--- src/rtl/pcie_egress_rr_pkg.sv ---
// pcie_egress_rr_pkg
//   Shared definitions for the PCIe egress round-robin stage: FSM state
//   encoding and output-buffer depth.
package pcie_egress_rr_pkg;

  typedef enum logic [1:0] {
    IDLE  = 2'd0,
    RUN   = 2'd1,
    DRAIN = 2'd2
  } state_e;

  localparam int OBUF_DEPTH = 2;

endpackage

--- src/rtl/egress_obuf.sv ---
// egress_obuf
//   Two-entry FIFO output buffer for the egress stage. Holds data word plus
//   source tag, presents the head entry as a valid/ready stream.
// Ports
//   clk_i, rst_ni         clock, asynchronous active-low reset
//   wr_en_i               write a captured word (space guaranteed by caller)
//   wr_data_i, wr_dst_i   word and source tag to write
//   rd_ready_i            sink accepts the head entry
//   valid_o               buffer non-empty
//   data_o, dst_o         head entry
//   occ_o                 entries held (0..2)
module egress_obuf
  import pcie_egress_rr_pkg::*;
#(
  parameter int W = 6
) (
  input  logic         clk_i,
  input  logic         rst_ni,
  input  logic         wr_en_i,
  input  logic [W-1:0] wr_data_i,
  input  logic         wr_dst_i,
  input  logic         rd_ready_i,
  output logic         valid_o,
  output logic [W-1:0] data_o,
  output logic         dst_o,
  output logic [1:0]   occ_o
);

  logic [W-1:0] data_q [OBUF_DEPTH];
  logic         dst_q  [OBUF_DEPTH];
  logic         wr_ptr_q, rd_ptr_q;
  logic [1:0]   occ_q, occ_d;
  logic         rd;

  assign valid_o = (occ_q != 2'd0);
  assign data_o  = data_q[rd_ptr_q];
  assign dst_o   = dst_q[rd_ptr_q];
  assign occ_o   = occ_q;
  assign rd      = valid_o && rd_ready_i;

  always_comb begin
    occ_d = occ_q;
    case ({wr_en_i, rd})
      2'b10:   occ_d = occ_q + 2'd1;
      2'b01:   occ_d = occ_q - 2'd1;
      default: occ_d = occ_q;
    endcase
  end

  always_ff @(posedge clk_i or negedge rst_ni) begin
    if (!rst_ni) begin
      for (int i = 0; i < OBUF_DEPTH; i++) begin
        data_q[i] <= '0;
        dst_q[i]  <= 1'b0;
      end
      wr_ptr_q <= 1'b0;
      rd_ptr_q <= 1'b0;
      occ_q    <= 2'd0;
    end else begin
      if (wr_en_i) begin
        data_q[wr_ptr_q] <= wr_data_i;
        dst_q[wr_ptr_q]  <= wr_dst_i;
        wr_ptr_q         <= wr_ptr_q + 1'b1;
      end
      if (rd) rd_ptr_q <= rd_ptr_q + 1'b1;
      occ_q <= occ_d;
    end
  end

endmodule

--- src/rtl/pcie_egress_rr.sv ---
// pcie_egress_rr
//   Egress stage after the transaction layer. Drains FIFOs D0/D1 with
//   round-robin arbitration into one valid/ready stream tagged with source.
//   Pops are credit-limited so the 1-cycle FIFO read latency never
//   overruns the 2-entry output buffer under backpressure.
// Ports
//   clk, reset (async, active low), enable
//   data_out0/1, D0/D1_can_pop   FIFO read data and non-empty flags
//   pop_D0/1                     FIFO read strobes
//   ready_in, valid_out, data_out, dst_out   output stream
//   idle                         FSM in IDLE
//   cnt_D0/1                     per-source delivered-word counters
// Configuration
//   PCIE_EGRESS_STATS_EN: build the delivered-word counters; otherwise
//   cnt_D0/cnt_D1 are constant 0.
module pcie_egress_rr
  import pcie_egress_rr_pkg::*;
#(
  parameter int BITNUMBER = 6,
  parameter int CNT_W     = 8
) (
  input  logic                 clk,
  input  logic                 reset,
  input  logic                 enable,
  input  logic [BITNUMBER-1:0] data_out0,
  input  logic [BITNUMBER-1:0] data_out1,
  input  logic                 D0_can_pop,
  input  logic                 D1_can_pop,
  output logic                 pop_D0,
  output logic                 pop_D1,
  input  logic                 ready_in,
  output logic                 valid_out,
  output logic [BITNUMBER-1:0] data_out,
  output logic                 dst_out,
  output logic                 idle,
  output logic [CNT_W-1:0]     cnt_D0,
  output logic [CNT_W-1:0]     cnt_D1
);

  state_e     state_q;
  logic       idle_q;
  logic       inflight_q, inflight_d;
  logic       src_q, src_d;         // source of the in-flight word
  logic       rr_last_q, rr_last_d; // side granted by the most recent pop
  logic [1:0] occ;
  logic       xfer, credit_ok, pop, grant;
  logic [2:0] held;

  assign xfer = valid_out && ready_in;

  // Words already committed (buffered + in flight) minus the one leaving
  // this cycle must leave room for one more.
  assign held      = {1'b0, occ} + {2'b0, inflight_q};
  assign credit_ok = held < (3'd2 + {2'b0, xfer});

  always_comb begin
    pop   = 1'b0;
    grant = 1'b0;
    if (state_q == RUN && credit_ok) begin
      if (D0_can_pop && D1_can_pop) begin
        pop   = 1'b1;
        grant = ~rr_last_q;
      end else if (D0_can_pop) begin
        pop   = 1'b1;
        grant = 1'b0;
      end else if (D1_can_pop) begin
        pop   = 1'b1;
        grant = 1'b1;
      end
    end
  end

  assign pop_D0     = pop && !grant;
  assign pop_D1     = pop && grant;
  assign inflight_d = pop;
  assign src_d      = pop ? grant : src_q;
  assign rr_last_d  = pop ? grant : rr_last_q;

  always_ff @(posedge clk or negedge reset) begin
    if (!reset) begin
      inflight_q <= 1'b0;
      src_q      <= 1'b0;
      rr_last_q  <= 1'b1;  // D0 wins the first contested grant
    end else begin
      inflight_q <= inflight_d;
      src_q      <= src_d;
      rr_last_q  <= rr_last_d;
    end
  end

  always_ff @(posedge clk or negedge reset) begin
    if (!reset) begin
      state_q <= IDLE;
      idle_q  <= 1'b1;
    end else begin
      case (state_q)
        IDLE: if (enable) begin
          state_q <= RUN;
          idle_q  <= 1'b0;
        end
        RUN: if (!enable) state_q <= DRAIN;
        DRAIN: begin
          if (enable) begin
            state_q <= RUN;
          end else if (!inflight_q && occ == 2'd0) begin
            state_q <= IDLE;
            idle_q  <= 1'b1;
          end
        end
        default: begin
          state_q <= IDLE;
          idle_q  <= 1'b1;
        end
      endcase
    end
  end

  assign idle = idle_q;

  egress_obuf #(.W(BITNUMBER)) u_obuf (
    .clk_i      (clk),
    .rst_ni     (reset),
    .wr_en_i    (inflight_q),
    .wr_data_i  (src_q ? data_out1 : data_out0),
    .wr_dst_i   (src_q),
    .rd_ready_i (ready_in),
    .valid_o    (valid_out),
    .data_o     (data_out),
    .dst_o      (dst_out),
    .occ_o      (occ)
  );

`ifdef PCIE_EGRESS_STATS_EN
  logic [CNT_W-1:0] cnt_d0_q, cnt_d1_q;

  always_ff @(posedge clk or negedge reset) begin
    if (!reset) begin
      cnt_d0_q <= '0;
      cnt_d1_q <= '0;
    end else if (xfer) begin
      if (dst_out) cnt_d1_q <= cnt_d1_q + 1'b1;
      else         cnt_d0_q <= cnt_d0_q + 1'b1;
    end
  end

  assign cnt_D0 = cnt_d0_q;
  assign cnt_D1 = cnt_d1_q;
`else
  assign cnt_D0 = '0;
  assign cnt_D1 = '0;
`endif

endmodule

--- config.mk ---
export PLATFORM = sky130hd
export DESIGN_NAME = pcie_egress_rr
export DESIGN_NICKNAME = d
export VERILOG_FILES = /design/src/rtl/pcie_egress_rr_pkg.sv /design/src/rtl/egress_obuf.sv /design/src/rtl/pcie_egress_rr.sv
export SDC_FILE = /design/constraint.sdc
export NUM_CORES = 1
export LEC_CHECK = 0
export BUFFER_PORTS_ARGS = -buffer_cell sky130_fd_sc_hd__buf_4
export CORE_MARGIN = 2
export CORE_UTILIZATION = 35
export CTS_CLUSTER_SIZE = 10
export DETAILED_ROUTE_END_ITERATION = 16
export PLACE_DENSITY = 0.68
export SYNTH_ARGS = -nofsm -noshare
export SYNTH_HDL_FRONTEND = slang
export SYNTH_SLANG_ARGS = --single-unit
--- constraint.sdc ---
create_clock -name clk -period 1.9 [get_ports clk]
set_input_delay 0.38 -clock clk [delete_from_list [all_inputs] [get_ports clk]]
set_output_delay 0.38 -clock clk [all_outputs]
set_load 0.02 [all_outputs]
==> qor.yml <==
finalHoldViolations: 0
ios: 45
crit_path_max_fanout: 3
required_ns: 1.52
drv_slew: 0
synth_top_area_cell: "dfrtp_1"
die-width_um: 64.4
cts_max_path_buffers: 2
die_height_um: 64.4
fmax_mhz: 462
fin_nets: 175
grt_pass1_wl_um: 4020
clk_pin_slew_ns: 0.13
status: "finished with violations"
hp-class: "input port to register"
cts_root_buffer: "clkbuf_4"
synth_mux_area_share_pct: 12.7
start_util_pct: 37.3
place_area_um2: 1490
cts_sinks: 24
drt_wl_total_um: 2560
rows: 21
p_leak_uw: 0.000754
skew_ns: 0.00479
grt_max_degree: 25
core_region_area_um2: 3420
syn_avg_cell_area_um2: 10.7
ys_ff_latch: 24
cts_tree: "yes"
final_area_um2: 1610
drive_above_1_share_pct: 35.3
slowest_delay_ns: 0.42
dr.pass1.iters: 4
syn_area_um2: 1270
yosys.area_share.xor_xnor_pct: 3.43
n_antenna_cell: 0
port_buffers: 28
synth_cells: 119
synthTopCellsByArea: "dfrtp_1, buf_4, mux2_2, mux2i_1, dfstp_2"
start_kind: "register"
via_per_inst: 4.57
yosysSeqAreaShare_pct: 47.3
dr_total_vias: 910
maxCapViolCount: 0
yosysWarnings: 0
finalCritPeriodShare_pct: 114
overflow: 0
hpwl_um: 1850
area_delta_synth_final_pct: 25.9
synth_top_family_by_area: "multiplexers"
end_kind: "output pin"
netlist.area_leader.share_pct: 43.2
track_usage_pct: 12.6
dieArea_um2: 4140
rsz0062_at_grt: "true"
fin_hold_ws_ns: 0.211
ant_nets: 0
slowest_stage: "dfrtp_1"
power_density_nw_per_um2: 1660
worst_ir_drop_vdd_mv: 0.953
synth_cell_types: 34
arrival_ns: 1.78
clk_latency_ns: 0.31
synth_fa_ha_area_share_pct: 2.94
crit_chain: "ha_2, ha_4, o21ai_4, nor3b_4, and3_4, buf_6"
fin_ws_ns: -0.264
yosys.area_share.simple_pct: 11.8
h-tree-depth: 1
drcViolationCount: 0
min_period_ns: 2.16
critPathKind: "register to output pin"
antenna_found_initial: 0
drt_iter0_drc: 24
cts_made_buffers: 3
place_congestion: 0.789
setup_viol: 2
nFillCells: 332
violations: "setup timing"
synth_compound_area_share_pct: 10.2
wire_per_inst_um: 12.9
grt_pass1_vias: 920
[per-layer routing]
| metal | vias up | wire length (um) | part of all wire, % | track usage, % |
|---|---|---|---|---|
| met5 | - | 0 | 0 | 0 |
| met4 | 0 | 0 | 0 | 1.60 |
| met3 | 0 | 160 | 6.2 | 4.05 |
| met2 | 34 | 1330 | 52 | 23.6 |
| met1 | 433 | 1080 | 42 | 14.2 |
| li1 | 443 | - | - | - |
[critical path, delay by kind of cell (launching register included)]
kind / cells / cell delay, ns
buffers and inverters: 1 / 0.11
and+or+nand+nor: 2 / 0.46
AOI/OAI and AO/OA: 1 / 0.06
DFF: 1 / 0.42
adders and majority gates: 2 / 0.42
[cells in the mapped netlist, drive strengths merged]
| master | n |
|---|---|
| o21ai | 8 |
| mux2 | 9 |
| nand2b | 2 |
| o21a | 1 |
| or3b | 1 |
| nor2 | 8 |
| buf | 19 |
| ha | 3 |
| inv | 2 |
| conb | 1 |
| dfrtp | 22 |
| nor3b | 2 |
| or2 | 1 |
| dfstp | 2 |
| mux2i | 6 |
| a21boi | 1 |
| and2 | 1 |
| a32o | 1 |
| nor3 | 1 |
| xnor2 | 3 |
| xor2 | 2 |
| nor2b | 1 |
| nand2 | 9 |
| o22a | 1 |
| a21oi | 8 |
| and3b | 1 |
| clkbuf | 1 |
| and3 | 1 |
| a22o | 1 |
[cells in the final DEF, fill, tap and decap left out, types with 2 or more instances in the layout]
cell type / netlist / final
nand2b_1: 2 / 2
buf_6: 0 / 2
o21ai_1: 6 / 6
dfstp_2: 2 / 2
mux2_1: 2 / 2
inv_1: 2 / 2
dfrtp_1: 22 / 21
a21oi_1: 8 / 8
mux2i_1: 6 / 6
clkbuf_4: 0 / 3
conb_1: 1 / 16
nor2_1: 8 / 8
xor2_1: 2 / 2
mux2_2: 7 / 7
xnor2_1: 3 / 3
buf_4: 16 / 32
nand2_1: 9 / 9
[registers in the layout, summed over array words and instances, names as in the netlist]
| signal | cells |
|---|---|
| u_obuf.data_q | 12 |
| state_q | 2 |
| u_obuf.dst_q | 2 |
| u_obuf.occ_o | 2 |
| idle | 1 |
| inflight_q | 1 |
| rr_last_q | 1 |
| src_q | 1 |
| u_obuf.rd_ptr_q | 1 |
| u_obuf.wr_ptr_q | 1 |
[through the flow]
step                TNS [ns]  worst slack, ns  std cells  utilization, %  total power (uW)
floorplan                  0           0.0322        134               -              1780
global placement           0            0.117        192            43.7              2120
detailed placement         0           0.0559        192            43.7              2180
CTS                   -0.408           -0.207        198            46.3              2600
global route          -0.650           -0.326        199            47.0              2840
finish                -0.512           -0.264        199            47.0              2660
[final cells by class]
class / count / area, um^2 / area share [%]
clock buffers: 3 / 22.5 / 1.40
clock inverters: 1 / 30.0 / 1.87
inverters: 2 / 7.51 / 0.468
multi-input cells: 88 / 611 / 38.0
flip-flops and latches: 24 / 604 / 37.6
well taps: 46 / 57.6 / 3.59
repair buffers: 35 / 273 / 17.0
[worst paths after layout]
check	startpoint	to	slack [ns]	cells past startpoint
worst max-delay path	inflight_q$_DFF_PN0_	pop_D1	-0.26	6
worst min-delay path	enable	state_q[1]$_DFFE_PN0P_	0.21	2
worst max register to register	u_obuf.occ_o[0]$_DFFE_PN0P_	u_obuf.occ_o[1]$_DFFE_PN0P_	0.30	6
worst min register to register	u_obuf.data_q[11]$_DFFE_PN0P_	u_obuf.data_q[11]$_DFFE_PN0P_	0.50	2
max in group asynchronous	reset	rr_last_q$_DFFE_PN1P_	1.12	2
min in group asynchronous	reset	state_q[1]$_DFFE_PN0P_	0.50	2
[logic make-up after synthesis]
kind of cell / count (synthesis)
mux: 15
fa+ha+maj: 3
other cells: 1
compound gates: 21
buf+inv: 22
simple gates: 28
xor+xnor: 5
flops: 24
[repair_timing]
item,in CTS,in global routing
cloned,0,0
endpoints found under the setup margin,2,7
endpoints found under the hold margin,22,0
hold buffers,1,0
setup buffers,1,1
pin swaps,3,3
gates resized for setup,3,4
[power by group]
part           switching [uW]  total, uW  internal, uW  leakage, uW
Sequential                217        965           749     0.000277
Clock                     150        363           213    0.0000279
Combinational             633       1330           697     0.000449
Total                     999       2660          1660     0.000754
(Power assumes the default switching activity.)
